===== config.mk =====
export PLATFORM = sky130hd
export DESIGN_NAME = dec_rr_scheduler
export DESIGN_NICKNAME = d
export VERILOG_FILES = /design/src/rtl/dec_rr_scheduler.sv
export SDC_FILE = /design/constraint.sdc
export NUM_CORES = 1
export LEC_CHECK = 0
export ABC_AREA = 1
export ABC_CLOCK_PERIOD_IN_PS = 4600
export CAP_MARGIN = 20
export CORE_ASPECT_RATIO = 1.75
export CORE_MARGIN = 4
export CORE_UTILIZATION = 50
export DETAILED_ROUTE_END_ITERATION = 8
export GPL_ROUTABILITY_DRIVEN = 0
export GPL_TIMING_DRIVEN = 0
export PLACE_DENSITY = 0.83
export SYNTH_ARGS = -nofsm -noshare
export SYNTH_HDL_FRONTEND = slang
export SYNTH_SLANG_ARGS = --single-unit

===== constraint.sdc =====
create_clock -name clk -period 4.6 [get_ports clk]
set_input_delay 0.46 -clock clk [delete_from_list [all_inputs] [get_ports clk]]
set_output_delay 0.46 -clock clk [all_outputs]
set_load 0.1 [all_outputs]

===== src/rtl/dec_rr_scheduler.sv =====
`default_nettype none
// ============================================================================
// Module   : dec_rr_scheduler
// Purpose  : Round-robin owner scheduler placed in front of a 3-to-8 decoder.
//            It grants one of eight requesters at a time. The grant is held
//            until the owner releases it, drops its request, or reaches the
//            hold limit. One dead GAP cycle follows each grant before the next
//            IDLE arbitration.
// Ports    : clk    - clock, rising-edge active
//            rst_n  - asynchronous active-low reset
//            req[7:0] - request vector, bit i = requester i
//            rel    - owner release, honoured only while granting
//            sel[2:0] - registered owner index, drives decoder select
//            en     - registered decoder enable, high only while granting
//            gnt[7:0] - registered one-hot grant (1<<sel while en, else 0)
//            busy   - registered, high while granting or in the gap cycle
//            tmo    - registered one-cycle pulse when the hold limit ends a grant
// Params   : HOLD_MAX - maximum consecutive grant cycles, 0 = unlimited
// Revision : 1.0 - initial release
// ============================================================================
module dec_rr_scheduler #(
    parameter int HOLD_MAX = 15
) (
    input  logic       clk,
    input  logic       rst_n,
    input  logic [7:0] req,
    input  logic       rel,
    output logic [2:0] sel,
    output logic       en,
    output logic [7:0] gnt,
    output logic       busy,
    output logic       tmo
);

    localparam int c_hcnt_w = (HOLD_MAX < 1) ? 1 : $clog2(HOLD_MAX + 1);
    localparam logic [c_hcnt_w-1:0] c_hold_sat  = c_hcnt_w'(HOLD_MAX);
    // hcnt is cleared on grant entry, so it reads HOLD_MAX-1 during the
    // HOLD_MAX-th grant cycle.
    localparam logic [c_hcnt_w-1:0] c_hold_last =
        (HOLD_MAX == 0) ? {c_hcnt_w{1'b0}} : c_hcnt_w'(HOLD_MAX - 1);
    localparam logic c_limit_on = (HOLD_MAX != 0);

    typedef enum logic [1:0] {
        S_IDLE  = 2'd0,
        S_GRANT = 2'd1,
        S_GAP   = 2'd2
    } state_t;

    state_t                state_q, state_d;
    logic [2:0]            ptr_q,   ptr_d;
    logic [c_hcnt_w-1:0]   hcnt_q,  hcnt_d;
    logic [2:0]            sel_q,   sel_d;
    logic                  en_q,    en_d;
    logic [7:0]            gnt_q,   gnt_d;
    logic                  busy_q,  busy_d;
    logic                  tmo_q,   tmo_d;

    // ------------------------------------------------------------------
    // Rotating-priority search. The loop runs from the largest offset down
    // to offset 0, so the last match written is the one closest to ptr.
    // ------------------------------------------------------------------
    logic       win_vld;
    logic [2:0] win_idx;

    always_comb begin
        win_vld = 1'b0;
        win_idx = ptr_q;
        for (int i = 7; i >= 0; i--) begin
            if (req[3'(ptr_q + 3'(i))]) begin
                win_vld = 1'b1;
                win_idx = 3'(ptr_q + 3'(i));
            end
        end
    end

    // ------------------------------------------------------------------
    // Grant termination causes, in priority order rel > drop > limit.
    // ------------------------------------------------------------------
    logic owner_req;
    logic limit_hit;
    logic grant_end;

    always_comb begin
        owner_req = req[sel_q];
        limit_hit = c_limit_on && (hcnt_q == c_hold_last);
        grant_end = rel || !owner_req || limit_hit;
    end

    // ------------------------------------------------------------------
    // Next-state and registered-output computation
    // ------------------------------------------------------------------
    always_comb begin
        state_d = state_q;
        ptr_d   = ptr_q;
        hcnt_d  = hcnt_q;
        sel_d   = sel_q;
        en_d    = en_q;
        gnt_d   = gnt_q;
        tmo_d   = 1'b0;

        case (state_q)
            S_IDLE: begin
                en_d  = 1'b0;
                gnt_d = 8'h00;
                if (win_vld) begin
                    state_d = S_GRANT;
                    sel_d   = win_idx;
                    en_d    = 1'b1;
                    gnt_d   = 8'h01 << win_idx;
                    hcnt_d  = {c_hcnt_w{1'b0}};
                end
            end

            S_GRANT: begin
                if (hcnt_q != c_hold_sat) begin
                    hcnt_d = hcnt_q + c_hcnt_w'(1);
                end
                if (grant_end) begin
                    state_d = S_GAP;
                    ptr_d   = sel_q + 3'd1;
                    en_d    = 1'b0;
                    gnt_d   = 8'h00;
                    // Only the hold limit can be the cause once rel is low
                    // and the owner is still requesting.
                    tmo_d   = !rel && owner_req;
                end
            end

            S_GAP: begin
                state_d = S_IDLE;
                en_d    = 1'b0;
                gnt_d   = 8'h00;
            end

            default: begin
                state_d = S_IDLE;
                en_d    = 1'b0;
                gnt_d   = 8'h00;
            end
        endcase

        busy_d = (state_d != S_IDLE);
    end

    // ------------------------------------------------------------------
    // State registers
    // ------------------------------------------------------------------
    always_ff @(posedge clk or negedge rst_n) begin
        if (!rst_n) begin
            state_q <= S_IDLE;
            ptr_q   <= 3'd0;
            hcnt_q  <= {c_hcnt_w{1'b0}};
            sel_q   <= 3'd0;
            en_q    <= 1'b0;
            gnt_q   <= 8'h00;
            busy_q  <= 1'b0;
            tmo_q   <= 1'b0;
        end else begin
            state_q <= state_d;
            ptr_q   <= ptr_d;
            hcnt_q  <= hcnt_d;
            sel_q   <= sel_d;
            en_q    <= en_d;
            gnt_q   <= gnt_d;
            busy_q  <= busy_d;
            tmo_q   <= tmo_d;
        end
    end

    assign sel  = sel_q;
    assign en   = en_q;
    assign gnt  = gnt_q;
    assign busy = busy_q;
    assign tmo  = tmo_q;

endmodule
`default_nettype wire


Yosys cells after proc, flatten, opt, wreduce, memory -nomap -nowiden
Index checks and enable logic that the tools add are counted.
Widths: inputs -> output; s select.
{"block": "op_classes", "n_lt_le_gt_ge": 9, "n_eq_ne": 6, "muxes": 48, "shift": 1, "add_sub_neg": 9, "reduce_logical": 11}
{"cell": "$lt 3x4->1 const B", "count": 9}
{"cell": "$bmux 1 s3", "count": 9}
{"cell": "$mux 3", "count": 8}
{"cell": "$mux 1", "count": 21}
{"cell": "$mux 8", "count": 2}
{"cell": "$pmux 8 s2", "count": 1}
{"cell": "$add 3x3->3 const B", "count": 4}
{"cell": "$mux 4", "count": 2}
{"cell": "$pmux 4 s2", "count": 1}
{"cell": "$shl 1x3->8 const A", "count": 1}
{"cell": "$add 3x1->3 const B", "count": 2}
{"cell": "$add 3x2->3 const B", "count": 2}
{"cell": "$ne 2x2->1 const B", "count": 3}
{"cell": "$add 4x1->4 const B", "count": 1}
{"cell": "$eq 4x4->1 const B", "count": 1}
{"cell": "$mux 2", "count": 2}
{"cell": "$ne 4x4->1 const B", "count": 1}
{"cell": "$pmux 2 s2", "count": 1}
{"cell": "$reduce_and 2->1", "count": 2}
{"cell": "$reduce_bool 2->1", "count": 2}
{"cell": "$reduce_and 3->1", "count": 1}
{"cell": "$eq 2x1->1 const B", "count": 1}
{"cell": "$logic_not 1->1", "count": 2}
{"cell": "$logic_not 2->1", "count": 1}
{"cell": "other kinds (3)", "count": 4}
{"block": "totals", "out_inout_bits": 14, "elab_cells": 92, "register_bits": 23, "inputBits": 11}

Logic depth before layout (Yosys ltp)
{"block": "logic_depth", "ltp_word": 14, "mapped_depth": 21, "ltp_nobuf": 20}

Worst setup path before layout
Ideal clock, no wire load.
{"block": "synth_path", "kind": "reg-to-reg", "from": "reg sel_q[0], in the netlist sel[0]", "to": "reg gnt_q[3], in the netlist gnt[3]", "arrival_time_ps": 2131, "stages_incl_launch_ff": 10, "setup_time_ps": 120, "setup_slack_ps": 2350, "synth_period_minus_slack_ps": 2250, "required_time_ps": 4480, "path_buffers": 0, "cell_sequence": "dfrtp_1 > nor2_1 > o32ai_1 > nand2_1 > a21oi_1 > nand2_1 > nor2_2 > nor2_2 > nand3_1 > nand2_1"}
{"block": "synth_via", "elab_chain_len": 6}
{"item": "start, declared", "line_no": "52", "text": "logic [2:0] sel_q, sel_d;"}
{"item": "start signal, assigned", "line_no": "162", "text": "sel_q <= sel_d;"}
{"item": "$bmux 1 s3", "line_no": "84", "text": "owner_req = req[sel_q];"}
{"item": "$mux 1 (not written as such)", "line_no": "84"}
{"item": "$logic_not 1->1", "line_no": "86", "text": "grant_end = rel || !owner_req || limit_hit;"}
{"item": "$logic_or 1x1->1 (2 in series)", "line_no": "86"}
{"item": "$ne 2x2->1 (no line)"}
{"item": "end signal, assigned", "line_no": "164", "text": "gnt_q <= gnt_d;"}
{"item": "end, declared", "line_no": "54", "text": "logic [7:0] gnt_q, gnt_d;"}
Every way passes these cells. The select of a mux whose other input is x is not followed.
A chain may end at the register's enable or synchronous reset.

Final worst setup path
{"block": "layout_path", "from": "reg ptr_q[1]", "to": "reg gnt_q[0], in the netlist gnt[0]"}
{"block": "layout_via", "elab_chain_len": 14, "word_cells_on_any_way": 42, "cone_classes": "7 x add/sub; 1 x shift; 34 x mux"}
{"item": "start, declared", "line_no": "50", "text": "logic [2:0] ptr_q, ptr_d;"}
{"item": "start signal, assigned", "line_no": "160", "text": "ptr_q <= ptr_d;"}
{"item": "$add 3x3->3", "line_no": "69, 71"}
{"item": "$bmux 1 s3", "line_no": "69", "text": "if (req[3'(ptr_q + 3'(i))]) begin"}
{"item": "$mux 1 (not written as such)", "line_no": "69"}
{"item": "$mux 3 (8 in series)", "line_no": "69"}
{"item": "$shl 1x3->8", "line_no": "109", "text": "gnt_d = 8'h01 << win_idx;"}
{"item": "$mux 8 *", "line_no": "105", "text": "if (win_vld) begin"}
{"item": "$pmux 8 s2 *", "line_no": "101", "text": "case (state_q)"}
Mark *: on every way between the ends. The rest lies on a longest branch, timed or not. The select of a mux whose other input is x is not followed.

==> impl_results.md <==
- Status: finished clean
- Clk_skew: 0.00403 ns
- First-pass GRT wire length: 7370 µm
- Final core utilization: 61.4%
- Post-synthesis adder-cell area fraction: under 10%
- WP data arrival: 2.70 ns
- Worst EP required: approximately 4.8 ns
- Syn avg cell area: 6.81 µm²
- Layout cell share with drive strength beyond 1: 14.9%
- Tcrit/Tclk final: 55.6%
- Wire length per cell: 12.8 µm
- Endpoint class of the critical path: flip-flop
- Seq/Total Area, Yosys: between 30% and 40%
- RSZ-0062 raised after global routing: false
- Chip width: 52.4 µm
- Hold Startpoint: en
- Total number of vias: 1729
- Core area: 3360 µm²
- # diodes: 0
- Clk Tree Root Cell: clkbuf_8
- Crit-path cells: buf_4 > inv_4 > ha_1 > inv_1 > nand3_1 > nand3_1 > nand2_1 > nor2_1 > nand2_1 > nor2_2 > nand3_2 > nand2_2 > nor2_2 > nand2_2 > inv_2 > nand4_1 > nand2_1
- Setup Viol. Count Final: 0
- Setup TNS: 0 ns
- Netlist cell types: 25
- Post-synthesis xor/xnor area fraction: under 10%
- CTS Buf Count: 3
- Min Tclk post-route: 2.56 ns
- H-Tree Depth: 1
- PortBufs: 24
- CP dominant cell by count: nand2_1
- Syn Std Cell Area: 1720 µm²
- DRT antenna net count: 0
- FF-to-FF setup slack: 2.04 ns
- DP HPWL: 3280 µm
- Post-cts sizing count: 0
- Hold depth: 2
- Sink Count: 23
- Hold endpoint: en
- Violation count after the first detailed-route iteration: 51
- Clk Latency, worst-skew pair: between 0.2 and 0.3 ns
- Min-Delay Path Class: reg -> reg
- Startpoint class of the critical path: flip-flop
- Largest net degree at the start of global routing: 24
- Total wire length: 4180 µm
- Worst R2R Path Depth: 17
- Kind of critical path: reg -> reg
- Postcts setup bufs: 0
- CTS Hold Bufs: 0
- Nets: 298
- Initial antenna violation count: 0
- Reg clk slew, reported paths: 0.08 ns
- Vias/cell: 5.30
- Yosys warnings: 0
- Synth Register Bits: 23
- Ports: 25
- Worst Path Max Fanout: 9
- Pin slew with the least headroom to its limit: a little under 1 ns
- Vias in the first global route: 1803
- DRC viols: 0
- Initial DRT Pass Iterations: 4
- GRT Util Overall: 21.0%
- Synth Area in Compound Gates: 8.79%
- Relative max-transition margin: 34.2%
- Mux cell area share after synthesis: 0%
- RR Startpoint: ptr_q[1]
- Clock tree buffer depth: 2
- GR Overflow Total: 0
- Post-Synth Simple-Gate Area: 44.9%
- Area growth, synth to finish: 19.8%
- Max Slew Vio Count: 0
- MaxCap Viol Count: 0
- Fill count: 327
- Worst path max stage delay: 0.38 ns
- Row cnt: 28
- Hold Violations, Final: 0
- Combinational family with the most area after synthesis: simple AND/OR/NAND/NOR gates
- Gate Count Post-Synth: 253
- Worst path slowest cell: dfrtp_1
- Full die area: 4490 µm²
- Initial core utilization: approximately 51%
- Synthesized Nets: 269
- CTS tree: yes
- Reg2reg end: gnt[0]
- F_max: 391 MHz
- Die Height: approximately 86 µm
[worst max-delay path by stage]
stage              to      from  slack [ns]
2_1_floorplan  gnt[3]    sel[0]        2.35
3_3_place_gp   gnt[3]  ptr_q[1]        2.08
3_5_place_dp   gnt[3]  ptr_q[1]        2.09
4_1_cts        gnt[0]  ptr_q[1]        2.05
5_1_grt        gnt[2]  ptr_q[1]        1.82
6_report       gnt[0]  ptr_q[1]        2.04
[state kept, by name, summed over array words and instances (netlist names)]
signal	cells
busy	1
en	1
gnt	8
hcnt_q	4
ptr_q	3
sel	3
state_q	2
tmo	1
[layout make-up]
| class | instances | area (µm²) | area share [%] |
|---|---|---|---|
| Multi-Input combinational cell | 198 | 1010 | 49.1 |
| Clock buffer | 4 | 45.0 | 2.18 |
| Buffer | 2 | 18.8 | 0.909 |
| Sequential cell | 23 | 576 | 27.9 |
| Timing Repair Buffer | 24 | 240 | 11.6 |
| Inverter | 30 | 115 | 5.58 |
| Tap cell | 45 | 56.3 | 2.73 |
[cell families after synthesis]
group | after synthesis
and+or+nand+nor | 164
adders and majority gates | 5
AOI/OAI and AO/OA | 26
xor gates and xnor gates | 3
DFF | 23
buffers and inverters | 32
[Yosys cell counts]
library cell  number  area (µm²)
nand2_1           82         308
clkinv_1           2        7.51
nor2_1            12        45.0
nand4_1            2        12.5
nand2_4            1        11.3
o32ai_1            2        17.5
nor2_2             7        43.8
xnor2_1            3        26.3
inv_1             21        78.8
o31ai_1            2        15.0
o21ai_0            8        40.0
o21ai_1            2        10.0
nand3_1           39         195
inv_4              1        6.26
nand2_2           14        87.6
nand3_2            7        70.1
buf_4              1        7.51
a41oi_1            1        8.76
a21oi_2            1        8.76
ha_1               5        62.6
inv_2              6        22.5
dfrtp_1           23         576
a21oi_1            9        45.0
a31oi_1            1        6.26
buf_6              1        11.3
[placed cells by master (no fill, tap or decap), types with 2 or more instances in the layout]
cell type        count
clkinv_1             2
nand2_1             82
nand4_1              2
o21ai_0              8
ha_1                 5
nand2_2             14
clkdlybuf4s50_1     24
clkbuf_8             3
inv_2                6
nor2_2               7
nand3_1             39
xnor2_1              3
o21ai_1              2
a21oi_1              9
o31ai_1              2
o32ai_1              2
nand3_2              7
inv_1               21
dfrtp_1             23
nor2_1              12
[metal layers]
metal | wire [µm] | GRT usage (%) | vias up
li1 | - | - | 876
met1 | 1630 | 21.9 | 800
met2 | 2290 | 37.2 | 36
met3 | 101 | 2.78 | 17
met4 | 159 | 14.0 | 0
met5 | 0 | 0 | -
[critical path, delay by kind of cell (launching register included)]
kind / cells / cell delay [ns]
simple gates: 12 / 1.16
flops: 1 / 0.38
fa+ha+maj: 1 / 0.32
buf+inv: 4 / 0.58
[metrics by stage]
step                instance area (µm²)  worst slack, ns  hold slack, ns  cells
finish                             2060             2.04           0.480    326
global route                       2060             1.82           0.513    326
CTS                                2060             2.05           0.485    326
detailed placement                 2020             2.09           0.461    322
global placement                   2020             2.08           0.464    322
floorplan                          1720             2.35           0.164    253
Power is not shown: default switching activity piles up to over one toggle a cycle in this logic, so the estimate is an artifact.
